$ cat src/rtl/alu_pkg.sv
// Shared ALU definitions: MIPS-style alucontrol opcodes and the arbiter state type.
package alu_pkg;

    localparam logic [3:0] ALU_AND = 4'b0000;
    localparam logic [3:0] ALU_OR  = 4'b0001;
    localparam logic [3:0] ALU_ADD = 4'b0010;
    localparam logic [3:0] ALU_SUB = 4'b0110;
    localparam logic [3:0] ALU_SLT = 4'b0111;

    typedef enum logic [1:0] {
        IDLE,
        EXEC,
        RESP
    } arb_state_t;

endpackage

$ cat src/rtl/alu.sv
// Single-cycle combinational ALU.
// Ports:
//   A, B        in  n  operands
//   alucontrol  in  4  opcode (see alu_pkg)
//   Z           out n  result; undefined opcodes yield zero
module alu
    import alu_pkg::*;
#(
    parameter int unsigned n = 32
) (
    input  logic [n-1:0] A,
    input  logic [n-1:0] B,
    input  logic [3:0]   alucontrol,
    output logic [n-1:0] Z
);

    always_comb begin
        Z = '0;
        case (alucontrol)
            ALU_AND: Z = A & B;
            ALU_OR:  Z = A | B;
            ALU_ADD: Z = A + B;
            ALU_SUB: Z = A - B;
            // Signed compare, result zero-extended to the datapath width.
            ALU_SLT: Z = {{(n-1){1'b0}}, ($signed(A) < $signed(B))};
            default: Z = '0;
        endcase
    end

endmodule

$ cat src/rtl/alu_arbiter.sv
// Round-robin arbiter sharing one ALU between two valid/ready requesters.
// Each accepted request is sequenced IDLE -> EXEC -> RESP; the tagged result is
// held in RESP until the consumer accepts it.
// Ports:
//   clk, rst             clock, synchronous active-high reset
//   req_valid/req_ready  2-bit request handshake (req_ready one-hot or zero)
//   a0, b0, op0          requester 0 operation
//   a1, b1, op1          requester 1 operation
//   rsp_valid/rsp_ready  response handshake
//   rsp_id, rsp_z        owner of the result and the result itself
//   busy                 state is not IDLE
//   ops_done             wrapping count of completed responses
module alu_arbiter
    import alu_pkg::*;
#(
    parameter int unsigned n = 32
) (
    input  logic         clk,
    input  logic         rst,
    input  logic [1:0]   req_valid,
    output logic [1:0]   req_ready,
    input  logic [n-1:0] a0,
    input  logic [n-1:0] b0,
    input  logic [3:0]   op0,
    input  logic [n-1:0] a1,
    input  logic [n-1:0] b1,
    input  logic [3:0]   op1,
    output logic         rsp_valid,
    output logic         rsp_id,
    output logic [n-1:0] rsp_z,
    input  logic         rsp_ready,
    output logic         busy,
    output logic [15:0]  ops_done
);

    arb_state_t   state_q;
    logic         last_grant_q;
    logic [n-1:0] a_q;
    logic [n-1:0] b_q;
    logic [3:0]   op_q;
    logic [n-1:0] rsp_z_q;
    logic         rsp_id_q;
    logic [15:0]  ops_cnt_q;

    logic         grant_id;
    logic         grant_en;
    logic [n-1:0] alu_z;

    // On a tie the requester that did not win last time is chosen.
    always_comb begin
        grant_id = 1'b0;
        if (req_valid == 2'b11) begin
            grant_id = ~last_grant_q;
        end else begin
            grant_id = req_valid[1];
        end
        grant_en  = (state_q == IDLE) && (req_valid != 2'b00) && !rst;
        req_ready = 2'b00;
        if (grant_en) begin
            req_ready = grant_id ? 2'b10 : 2'b01;
        end
    end

    alu #(
        .n(n)
    ) u_alu (
        .A          (a_q),
        .B          (b_q),
        .alucontrol (op_q),
        .Z          (alu_z)
    );

    always_ff @(posedge clk) begin
        if (rst) begin
            state_q      <= IDLE;
            last_grant_q <= 1'b1;
            a_q          <= '0;
            b_q          <= '0;
            op_q         <= '0;
            rsp_z_q      <= '0;
            rsp_id_q     <= 1'b0;
            ops_cnt_q    <= '0;
        end else begin
            case (state_q)
                IDLE: begin
                    if (grant_en) begin
                        a_q          <= grant_id ? a1 : a0;
                        b_q          <= grant_id ? b1 : b0;
                        op_q         <= grant_id ? op1 : op0;
                        rsp_id_q     <= grant_id;
                        last_grant_q <= grant_id;
                        state_q      <= EXEC;
                    end
                end
                EXEC: begin
                    rsp_z_q <= alu_z;
                    state_q <= RESP;
                end
                RESP: begin
                    if (rsp_ready) begin
                        ops_cnt_q <= ops_cnt_q + 16'd1;
                        state_q   <= IDLE;
                    end
                end
                default: state_q <= IDLE;
            endcase
        end
    end

    assign rsp_valid = (state_q == RESP);
    assign busy      = (state_q != IDLE);
    assign rsp_z     = rsp_z_q;
    assign rsp_id    = rsp_id_q;
    assign ops_done  = ops_cnt_q;

endmodule
$ cat config.mk
export PLATFORM = sky130hd
export DESIGN_NAME = alu_arbiter
export DESIGN_NICKNAME = d
export VERILOG_FILES = /design/src/rtl/alu_pkg.sv /design/src/rtl/alu.sv /design/src/rtl/alu_arbiter.sv
export SDC_FILE = /design/constraint.sdc
export NUM_CORES = 1
export LEC_CHECK = 0
export CORE_MARGIN = 8
export CORE_UTILIZATION = 57
export CTS_BUF_LIST = sky130_fd_sc_hd__clkbuf_8 sky130_fd_sc_hd__clkbuf_16
export DETAILED_ROUTE_END_ITERATION = 16
export MAX_ROUTING_LAYER = met4
export PLACE_DENSITY = 0.87
export SLEW_MARGIN = 20
export SYNTH_ARGS = -nofsm -noshare
export SYNTH_HDL_FRONTEND = slang
export SYNTH_HIERARCHICAL = 1
export SYNTH_SLANG_ARGS = --single-unit
$ cat constraint.sdc
create_clock -name clk -period 6.5 [get_ports clk]
set_input_delay 1.3 -clock clk [delete_from_list [all_inputs] [get_ports clk]]
set_output_delay 1.3 -clock clk [all_outputs]
set_load 0.01 [all_outputs]
==> flow_summary.json, run 1 <==
{
  "fp.dieW_um": 147.0,
  "min_to": "rsp_z[20]$_SDFFE_PP0N_",
  "power.leakage_nw": 4.906,
  "cts_tree": "yes",
  "path_class": "input pin to output port",
  "tightestPinTransition_ns": 1.014,
  "core_um2": 17060,
  "diodes": 0,
  "min_path_type": "register to register",
  "worstRegToRegCells": 13,
  "fillCellCount": 1331,
  "end_kind": "output port",
  "design_area_um2": 12400,
  "grt_max_degree": 81,
  "synth_ff_type": "dfxtp_1",
  "final_common_cell": "clkdlybuf4s50_1",
  "remaining_drc_errors": 0,
  "num_vias": 10060,
  "maxCapViolations": 0,
  "path_max_fanout": 4,
  "hpwlAfterDp_mm": 23.82,
  "max_stage_delay_ns": 0.58,
  "fmax_ghz": 0.2298,
  "row_count": 48,
  "use_met3_pct": 5.752,
  "num_io_pins": 194,
  "postCtsSetupBuffers": 0,
  "routabilityCongestion": 0.9670,
  "ys_types": 82,
  "hold_violations": 0,
  "fin_skew_ns": 0.008996,
  "first_iter_violations": 998,
  "cts.clk_slew.worst_paths_ns": 0.05,
  "die_y_um": 147.0,
  "tns_ns": 0,
  "crit_chain": "clkdlybuf4s50_1 -> nor2_1 -> or2_2 -> nor3_1 -> clkdlybuf4s50_1",
  "placed_cell_area_um2": 11760,
  "cp_common_cell": "clkdlybuf4s50_1",
  "grt_use_met2_pct": 43.55,
  "cpMaxStageDelayCell": "clkdlybuf4s50_1",
  "routedWlPerCell_um": 18.98,
  "finalSetupViolCount": 0,
  "worstPathArrival_ns": 3.05,
  "r2r-end": "rsp_z[30]$_SDFFE_PP0N_",
  "grt_pass1_wl_mm": 49.98,
  "start_util_pct": 57.38,
  "syn2layout_area_growth_pct": 26.75,
  "synth.net_count": 1524,
  "antenna_found_initial": 0,
  "io_buffer_count": 193,
  "vdd_drop_max_uv": 194.9,
  "p_total_w": 0.003142,
  "cp.required_ns": 5.20,
  "drive_gt1_share_pct": 4.951,
  "yosys_register_bits": 120,
  "clkLatencyLatePin_ns": 0.42,
  "synth_seq_area_share_pct": 24.55,
  "cts-root-buf": "clkbuf_16",
  "routed_wirelength_mm": 31.49,
  "h-tree-depth": 4,
  "async_flop_share_pct": 0,
  "grt.overflow.total": 0,
  "busiest_layer": "met2",
  "synth_edf_count": 0,
  "viasPerCell": 6.064,
  "cp-start-kind": "input pin",
  "synth_cells": 1282,
  "gr-usage-met1_pct": 38.86,
  "syn_area_per_cell_um2": 7.634,
  "cts_repair_resize_count": 0,
  "holdPathStages": 2,
  "final_nets": 1663,
  "r2r-start": "b_q[0]$_SDFFE_PP0P_",
  "powerDensity_nw_per_um2": 253.3,
  "grt_pass1_vias": 9733,
  "postCtsHoldBufs": 0,
  "finalCritPeriodShare_pct": 66.94,
  "grt_util_all_layers_pct": 29.07,
  "rsz0062_at_grt": "no",
  "final_cell_mix": "clkdlybuf4s50_1, nor2_1, nand2_1, dfxtp_1, a21oi_1",
  "hp-start": "rsp_z[20]$_SDFFE_PP0N_",
  "max_slew_margin_pct": 30.64,
  "period_minus_slack_ns": 4.351,
  "yosys_warnings": 6,
  "syn_area_um2": 9787,
  "clockBufferDepth": 2,
  "dieArea_um2": 21620,
  "status": "completed",
  "slew_viol_final": 0,
  "ant_nets": 0,
  "drt_pass1_iterations": 6,
  "cts_buffers": 17,
  "cts.sinks": 120,
  "r2r_setup_slack_ns": 2.73
}
critical path: cells and delay by family:
family        cells  cell delay (ns)
buf+inv           2             1.11
simple gates      3             0.63
sequential cells by signal (all words and copies together), names as in the netlist:
register / flops
b_q: 32
state_q: 2
ops_done: 16
rsp_id: 1
rsp_z: 32
op_q: 4
a_q: 32
last_grant_q: 1
synthesized netlist by cell type (all sizes together) (8+ instances only):
| cell type | count | area share, % |
|---|---|---|
| o21bai | 17 | 1.3 |
| inv | 94 | 3.6 |
| a31oi | 9 | 0.70 |
| ha | 99 | 13 |
| or3 | 8 | 0.51 |
| nor2 | 159 | 6.1 |
| nand2b | 10 | 0.64 |
| a21oi | 103 | 5.3 |
| buf | 29 | 1.5 |
| nor2b | 9 | 0.58 |
| nor4 | 8 | 0.58 |
| xnor2 | 16 | 1.4 |
| dfxtp | 120 | 25 |
| nor3 | 21 | 1.1 |
| nand2 | 130 | 5.0 |
| xor2 | 11 | 0.98 |
| and3 | 8 | 0.51 |
| o21ai | 51 | 2.6 |
| clkbuf | 56 | 2.1 |
| a21o | 10 | 0.77 |
| a211oi | 76 | 5.8 |
| o31ai | 10 | 1.0 |
| nand4 | 11 | 0.77 |
| mux2i | 74 | 7.6 |
| nand3 | 17 | 0.87 |
| o221ai | 17 | 1.5 |
worst max path at each step:
stage                      start            to  slack (ns)  cells past startpoint
floorplan           req_valid[1]  req_ready[1]        3.07                      4
global placement    req_valid[0]  req_ready[1]        2.20                      6
detailed placement  req_valid[0]  req_ready[1]        2.14                      6
CTS                 req_valid[0]  req_ready[1]        2.14                      6
global route        req_valid[0]  req_ready[1]        2.06                      6
finish              req_valid[0]  req_ready[0]        2.15                      5
power by group:
group | total (W) | internal [W] | switching (W)
Combinational | 0.00122 | 0.000494 | 0.000723
Clock | 0.00104 | 0.000682 | 0.000357
Sequential | 0.000886 | 0.000805 | 0.0000809
cell families (layout without fill, tap and decap cells):
| logic type | count (synthesis) | after routing | synth area share [%] |
|---|---|---|---|
| AND/OR/NAND/NOR | 415 | 415 | 19.32 |
| adder cells (fa/ha/maj) | 101 | 101 | 13.07 |
| flip-flops | 120 | 120 | 24.55 |
| multiplexers | 74 | 74 | 7.568 |
| buffers and inverters | 179 | 331 | 7.287 |
| AO/OA/AOI/OAI | 366 | 366 | 25.80 |
| XOR/XNOR | 27 | 27 | 2.416 |
layer usage:
metal	share of wire, %	wire [µm]
met1	45	14300
met2	44	13760
met3	9.0	2846
met4	1.8	581
met5	0	0
cell type report:
| type | instances | area, µm² | area share [%] |
|---|---|---|---|
| well taps | 225 | 281.5 | 2.270 |
| clock inverters | 11 | 168.9 | 1.362 |
| repair buffers | 205 | 2019 | 16.28 |
| multi-input cells | 983 | 6699 | 54.00 |
| inverters | 94 | 352.8 | 2.844 |
| clock buffers | 21 | 480.5 | 3.873 |
| flip-flops and latches | 120 | 2402 | 19.37 |
per-stage QoR:
step / worst slack (ns) / instances / util, % / hold slack (ns)
3_3_place_gp: 2.196 / 1627 / 68.92 / 0.4405
4_1_cts: 2.140 / 1659 / 72.73 / 0.4532
6_report: 2.149 / 1659 / 72.73 / 0.4503
3_5_place_dp: 2.137 / 1627 / 68.92 / 0.4459
2_1_floorplan: 3.070 / 1282 / - / 0.4325
5_1_grt: 2.064 / 1659 / 72.73 / 0.4767
No activity file was read; power rests on OpenSTA's default activity.
==> run 2: changes to the inputs <==
--- a/config.mk
+++ b/config.mk
@@ -6,11 +6,11 @@
 export NUM_CORES = 1
 export LEC_CHECK = 0
 export CORE_MARGIN = 8
-export CORE_UTILIZATION = 57
+export CORE_UTILIZATION = 53
 export CTS_BUF_LIST = sky130_fd_sc_hd__clkbuf_8 sky130_fd_sc_hd__clkbuf_16
 export DETAILED_ROUTE_END_ITERATION = 16
 export MAX_ROUTING_LAYER = met4
-export PLACE_DENSITY = 0.87
+export PLACE_DENSITY = 0.82
 export SLEW_MARGIN = 20
 export SYNTH_ARGS = -nofsm -noshare
 export SYNTH_HDL_FRONTEND = slang
==> constraint.sdc (replaced) <==
create_clock -name clk -period 4.4 [get_ports clk]
set_input_delay 0.88 -clock clk [delete_from_list [all_inputs] [get_ports clk]]
set_output_delay 0.88 -clock clk [all_outputs]
set_load 0.01 [all_outputs]
==> flow_summary.json, run 2 (same netlist as run 1, synthesis figures left out) <==
{
  "finalCritPeriodShare_pct": 80.55,
  "final_common_cell": "clkdlybuf4s50_1",
  "vdd_drop_max_uv": 268.9,
  "first_iter_violations": 973,
  "end_kind": "register",
  "cts_buffers": 17,
  "hpwlAfterDp_mm": 24.14,
  "die_y_um": 151.9,
  "start_util_pct": 54.30,
  "ant_nets": 0,
  "grt_pass1_wl_mm": 51.20,
  "cts.sinks": 120,
  "num_vias": 10130,
  "r2r-start": "a_q[0]$_SDFFE_PP0P_",
  "postCtsSetupBuffers": 0,
  "io_buffer_count": 193,
  "maxCapViolations": 0,
  "antenna_found_initial": 1,
  "dp_cells": 1636,
  "hp-start": "rsp_z[4]$_SDFFE_PP0N_",
  "fp.dieW_um": 151.9,
  "grt_max_degree": 92,
  "min_path_type": "register to register",
  "max_slew_margin_pct": 32.95,
  "cts-root-buf": "clkbuf_16",
  "tightestPinTransition_ns": 0.9927,
  "cts_repair_resize_count": 0,
  "worstPathArrival_ns": 3.82,
  "num_io_pins": 194,
  "final_nets": 1668,
  "postCtsHoldBufs": 0,
  "r2r_setup_slack_ns": 0.86,
  "cp-start-kind": "register",
  "routed_wirelength_mm": 32.17,
  "grt.overflow.total": 0,
  "finalSetupViolCount": 0,
  "fmax_ghz": 0.2822,
  "period_minus_slack_ns": 3.544,
  "viasPerCell": 6.068,
  "final_cell_count_no_fill": 1669,
  "fin_skew_ns": 0.01403,
  "dieArea_um2": 23070,
  "path_class": "register to register",
  "h-tree-depth": 4,
  "row_count": 49,
  "slew_viol_final": 0,
  "min_to": "rsp_z[4]$_SDFFE_PP0N_",
  "r2r-end": "rsp_z[28]$_SDFFE_PP0N_",
  "drive_gt1_share_pct": 5.351,
  "holdPathStages": 2,
  "powerDensity_nw_per_um2": 369.4,
  "worstRegToRegCells": 14,
  "cts.clk_slew.worst_paths_ns": 0.06,
  "cts_tree": "yes",
  "grt_util_all_layers_pct": 27.53,
  "clkLatencyLatePin_ns": 0.43,
  "remaining_drc_errors": 0,
  "path_max_fanout": 5,
  "routedWlPerCell_um": 19.28,
  "core_um2": 18020,
  "rsz0062_at_grt": "no",
  "power.leakage_nw": 4.911,
  "cp.required_ns": 4.68,
  "drt_pass1_iterations": 8,
  "syn2layout_area_growth_pct": 26.87,
  "status": "completed",
  "grt_pass1_vias": 9553,
  "routabilityCongestion": 1.012,
  "final_cell_mix": "clkdlybuf4s50_1, nor2_1, nand2_1, dfxtp_1, a21oi_1",
  "hold_violations": 0,
  "tns_ns": 0,
  "clockBufferDepth": 2
}
==> run 2: changes by cell type in the layout (fill, tap and decap cells not counted), moves of 2 or more <==
cell | before | now
clkbuf_8 | 4 | 1
clkinv_4 | 1 | 5
bufinv_16 | 4 | 2
inv_6 | 1 | 4
buf_4 | 13 | 17
==> run 2: metrics by stage <==
step | hold WS [ns] | worst slack, ns | power (W) | utilization (%) | area, µm²
after floorplan | 0.4325 | 1.358 | 0.002523 | - | 9787
after global placement | 0.4415 | 0.9464 | 0.003058 | 65.52 | 11810
after detailed placement | 0.4472 | 0.8885 | 0.003087 | 65.52 | 11810
after CTS | 0.4555 | 0.8702 | 0.004545 | 68.87 | 12410
after global routing | 0.4800 | 0.6721 | 0.004811 | 68.89 | 12420
final | 0.4510 | 0.8559 | 0.004586 | 68.89 | 12420
==> run 2: power by group <==
group | total (W) | internal (W) | switching, W
Sequential | 0.00130 | 0.00119 | 0.000114
Combinational | 0.00184 | 0.000739 | 0.00110
Clock | 0.00144 | 0.000864 | 0.000581
==> run 2: metal layers <==
layer	up-vias	track usage, %	part of all wire, %
li1	4858	-	-
met1	4639	37.58	46
met2	572	39.27	42
met3	58	6.887	10
met4	0	7.779	1.9
met5	-	-	0
==> run 2: critical path: stages (launching register included) <==
cell and delay, ns:
dfxtp_1 0.35, inv_1 0.08, ha_1 0.25, fa_1 0.40, o21ba_1 0.19, or4_1 0.42, o211ai_1 0.15, o211ai_1 0.26
nor2_2 0.26, o21bai_1 0.21, o311a_1 0.37, nor4_1 0.24, nor2_1 0.08, nand2_1 0.07, a21oi_1 0.06
==> run 2: cell type report <==
cell class                 count  area, µm²
multi-input combinational    983       6699
fill                        1474       5608
sequential                   120       2402
timing repair buffer         210       2069
clock buffer                  18      439.2
inverter                      94      352.8
tap                          229      286.5
clock inverter                14      165.2
antenna                        1      2.502
==> run 2: worst max path at each step <==
stage | from | endpoint | slack (ns) | cells past startpoint
after floorplan | a_q[0]$_SDFFE_PP0P_ | rsp_z[28]$_SDFFE_PP0N_ | 1.36 | 14
after global placement | req_valid[0] | req_ready[1] | 0.95 | 6
after detailed placement | req_valid[0] | req_ready[1] | 0.89 | 6
after CTS | req_valid[0] | req_ready[1] | 0.87 | 6
after global routing | b_q[0]$_SDFFE_PP0P_ | rsp_z[30]$_SDFFE_PP0N_ | 0.67 | 14
final | a_q[0]$_SDFFE_PP0P_ | rsp_z[28]$_SDFFE_PP0N_ | 0.86 | 14
==> run 3: changes to the inputs <==
==> constraint.sdc (replaced) <==
create_clock -name clk -period 3.3 [get_ports clk]
set_input_delay 0.66 -clock clk [delete_from_list [all_inputs] [get_ports clk]]
set_output_delay 0.66 -clock clk [all_outputs]
set_load 0.01 [all_outputs]
==> flow_summary.json, run 3 (same netlist as run 1, synthesis figures left out) <==
{
  "worstRegToRegCells": 14,
  "tns_ns": -0.009785,
  "clkLatencyLatePin_ns": 0.41,
  "worstPathArrival_ns": 3.58,
  "hp-start": "rsp_z[6]$_SDFFE_PP0N_",
  "row_count": 49,
  "crit_chain": "ha_4 -> inv_1 -> fa_1 -> and2b_1 -> o211ai_1 -> a21boi_2 -> o22ai_2 -> o31ai_4 -> a31oi_2 -> or4_4 -> o2111ai_2 -> o311ai_2 -> nand2_1 -> a21oi_2",
  "hpwlAfterDp_mm": 25.28,
  "powerDensity_nw_per_um2": 496.7,
  "max_stage_delay_ns": 0.54,
  "final_cell_mix": "clkdlybuf4s50_1, nor2_1, nand2_1, dfxtp_1, a21oi_1",
  "ant_nets": 0,
  "cts.clk_slew.worst_paths_ns": 0.06,
  "r2r-start": "b_q[0]$_SDFFE_PP0P_",
  "clockBufferDepth": 2,
  "grt_max_degree": 78,
  "end_kind": "register",
  "die_y_um": 151.9,
  "num_io_pins": 194,
  "io_buffer_count": 193,
  "hold_slack_ns": 0.4538,
  "num_vias": 10440,
  "status": "finished, violations left",
  "final_common_cell": "clkdlybuf4s50_1",
  "p_total_w": 0.006540,
  "fp.dieW_um": 151.9,
  "period_minus_slack_ns": 3.310,
  "remaining_drc_errors": 0,
  "path_max_fanout": 4,
  "crit_start": "b_q[0]$_SDFFE_PP0P_",
  "tightestPinTransition_ns": 0.8140,
  "grt.overflow.total": 0,
  "fmax_ghz": 0.3021,
  "cts_buffers": 17,
  "first_iter_violations": 1064,
  "h-tree-depth": 4,
  "diodes": 0,
  "max_slew_margin_pct": 45.73,
  "slew_viol_final": 0,
  "maxCapViolations": 0,
  "drive_gt1_share_pct": 11.70,
  "antenna_found_initial": 0,
  "cpMaxStageDelayCell": "or4_4",
  "vdd_drop_max_uv": 384.5,
  "utilization_pct": 73.04,
  "grt_util_all_layers_pct": 27.97,
  "cp.required_ns": 3.57,
  "routed_wirelength_mm": 33.59,
  "start_util_pct": 54.30,
  "final_cell_count_no_fill": 1733,
  "routabilityCongestion": 1.034,
  "dieArea_um2": 23070,
  "cts_tree": "yes",
  "cts-root-buf": "clkbuf_16",
  "final_nets": 1733,
  "fin_skew_ns": 0.01013,
  "grt_pass1_vias": 9876,
  "cts.sinks": 120,
  "min_path_type": "register to register",
  "routedWlPerCell_um": 19.38,
  "finalCritPeriodShare_pct": 100.3,
  "holdPathStages": 2,
  "cp-start-kind": "register",
  "syn2layout_area_growth_pct": 34.52,
  "core_um2": 18020,
  "grt_pass1_wl_mm": 52.46,
  "path_class": "register to register",
  "worst_slack_ns": -0.009785,
  "drt_pass1_iterations": 6,
  "power.leakage_nw": 5.285,
  "finalSetupViolCount": 1,
  "viasPerCell": 6.022,
  "hold_violations": 0,
  "violations": "setup timing",
  "rsz0062_at_grt": "yes",
  "dp_cells": 1694
}
run 3: cell type report:
class / count / area, µm²
Inverter: 94 / 355.3
Sequential cell: 120 / 2412
Fill cell: 1413 / 4860
Timing Repair Buffer: 275 / 2594
Multi-Input combinational cell: 983 / 6883
Clock buffer: 18 / 439.2
Tap cell: 229 / 286.5
Clock inverter: 14 / 195.2
run 3: path summary, 6_finish.rpt:
| kind | end | slack, ns |
|---|---|---|
| setup / recovery | rsp_z[30]$_SDFFE_PP0N_ | -0.01 |
| hold / removal | rsp_z[6]$_SDFFE_PP0N_ | 0.45 |
| setup reg to reg | rsp_z[30]$_SDFFE_PP0N_ | -0.01 |
| hold reg to reg | rsp_z[6]$_SDFFE_PP0N_ | 0.45 |
run 3: layer usage:
| layer | global-route usage [%] | share of wire (%) | vias up |
|---|---|---|---|
| met1 | 39.05 | 46 | 4787 |
| li1 | - | - | 4976 |
| met2 | 40.41 | 43 | 599 |
| met5 | - | 0 | - |
| met3 | 5.532 | 9.4 | 74 |
| met4 | 6.884 | 1.7 | 0 |
run 3: power breakdown:
| group | internal [W] | leakage [nW] | total (W) | switching, W |
|---|---|---|---|---|
| Sequential | 0.00159 | 0.988 | 0.00173 | 0.000141 |
| Combinational | 0.00120 | 3.99 | 0.00280 | 0.00160 |
| Clock | 0.00129 | 0.311 | 0.00201 | 0.000722 |
| Total | 0.00407 | 5.28 | 0.00654 | 0.00247 |
run 3: critical path, delay by kind of cell (launching register included):
kind / cells / cell delay (ns)
AO/OA/AOI/OAI: 8 / 1.31
adder cells (fa/ha/maj): 2 / 0.55
buffers and inverters: 1 / 0.05
flip-flops: 1 / 0.38
AND/OR/NAND/NOR: 3 / 0.89
run 3: what timing repair did:
action	CTS	global route
setup buffers	2	5
pin swaps	6	18
resized for setup	5	48
hold endpoints to repair	0	0
hold buffers	0	0
setup endpoints to repair	5	16
run 3: stage by stage:
stage                     setup WS [ns]  cell area, µm²
after floorplan                  0.2584            9787
after global placement         -0.01398           12270
after detailed placement       -0.07644           12270
after CTS                       0.01449           12940
after global routing           -0.06198           13170
final                         -0.009785           13170
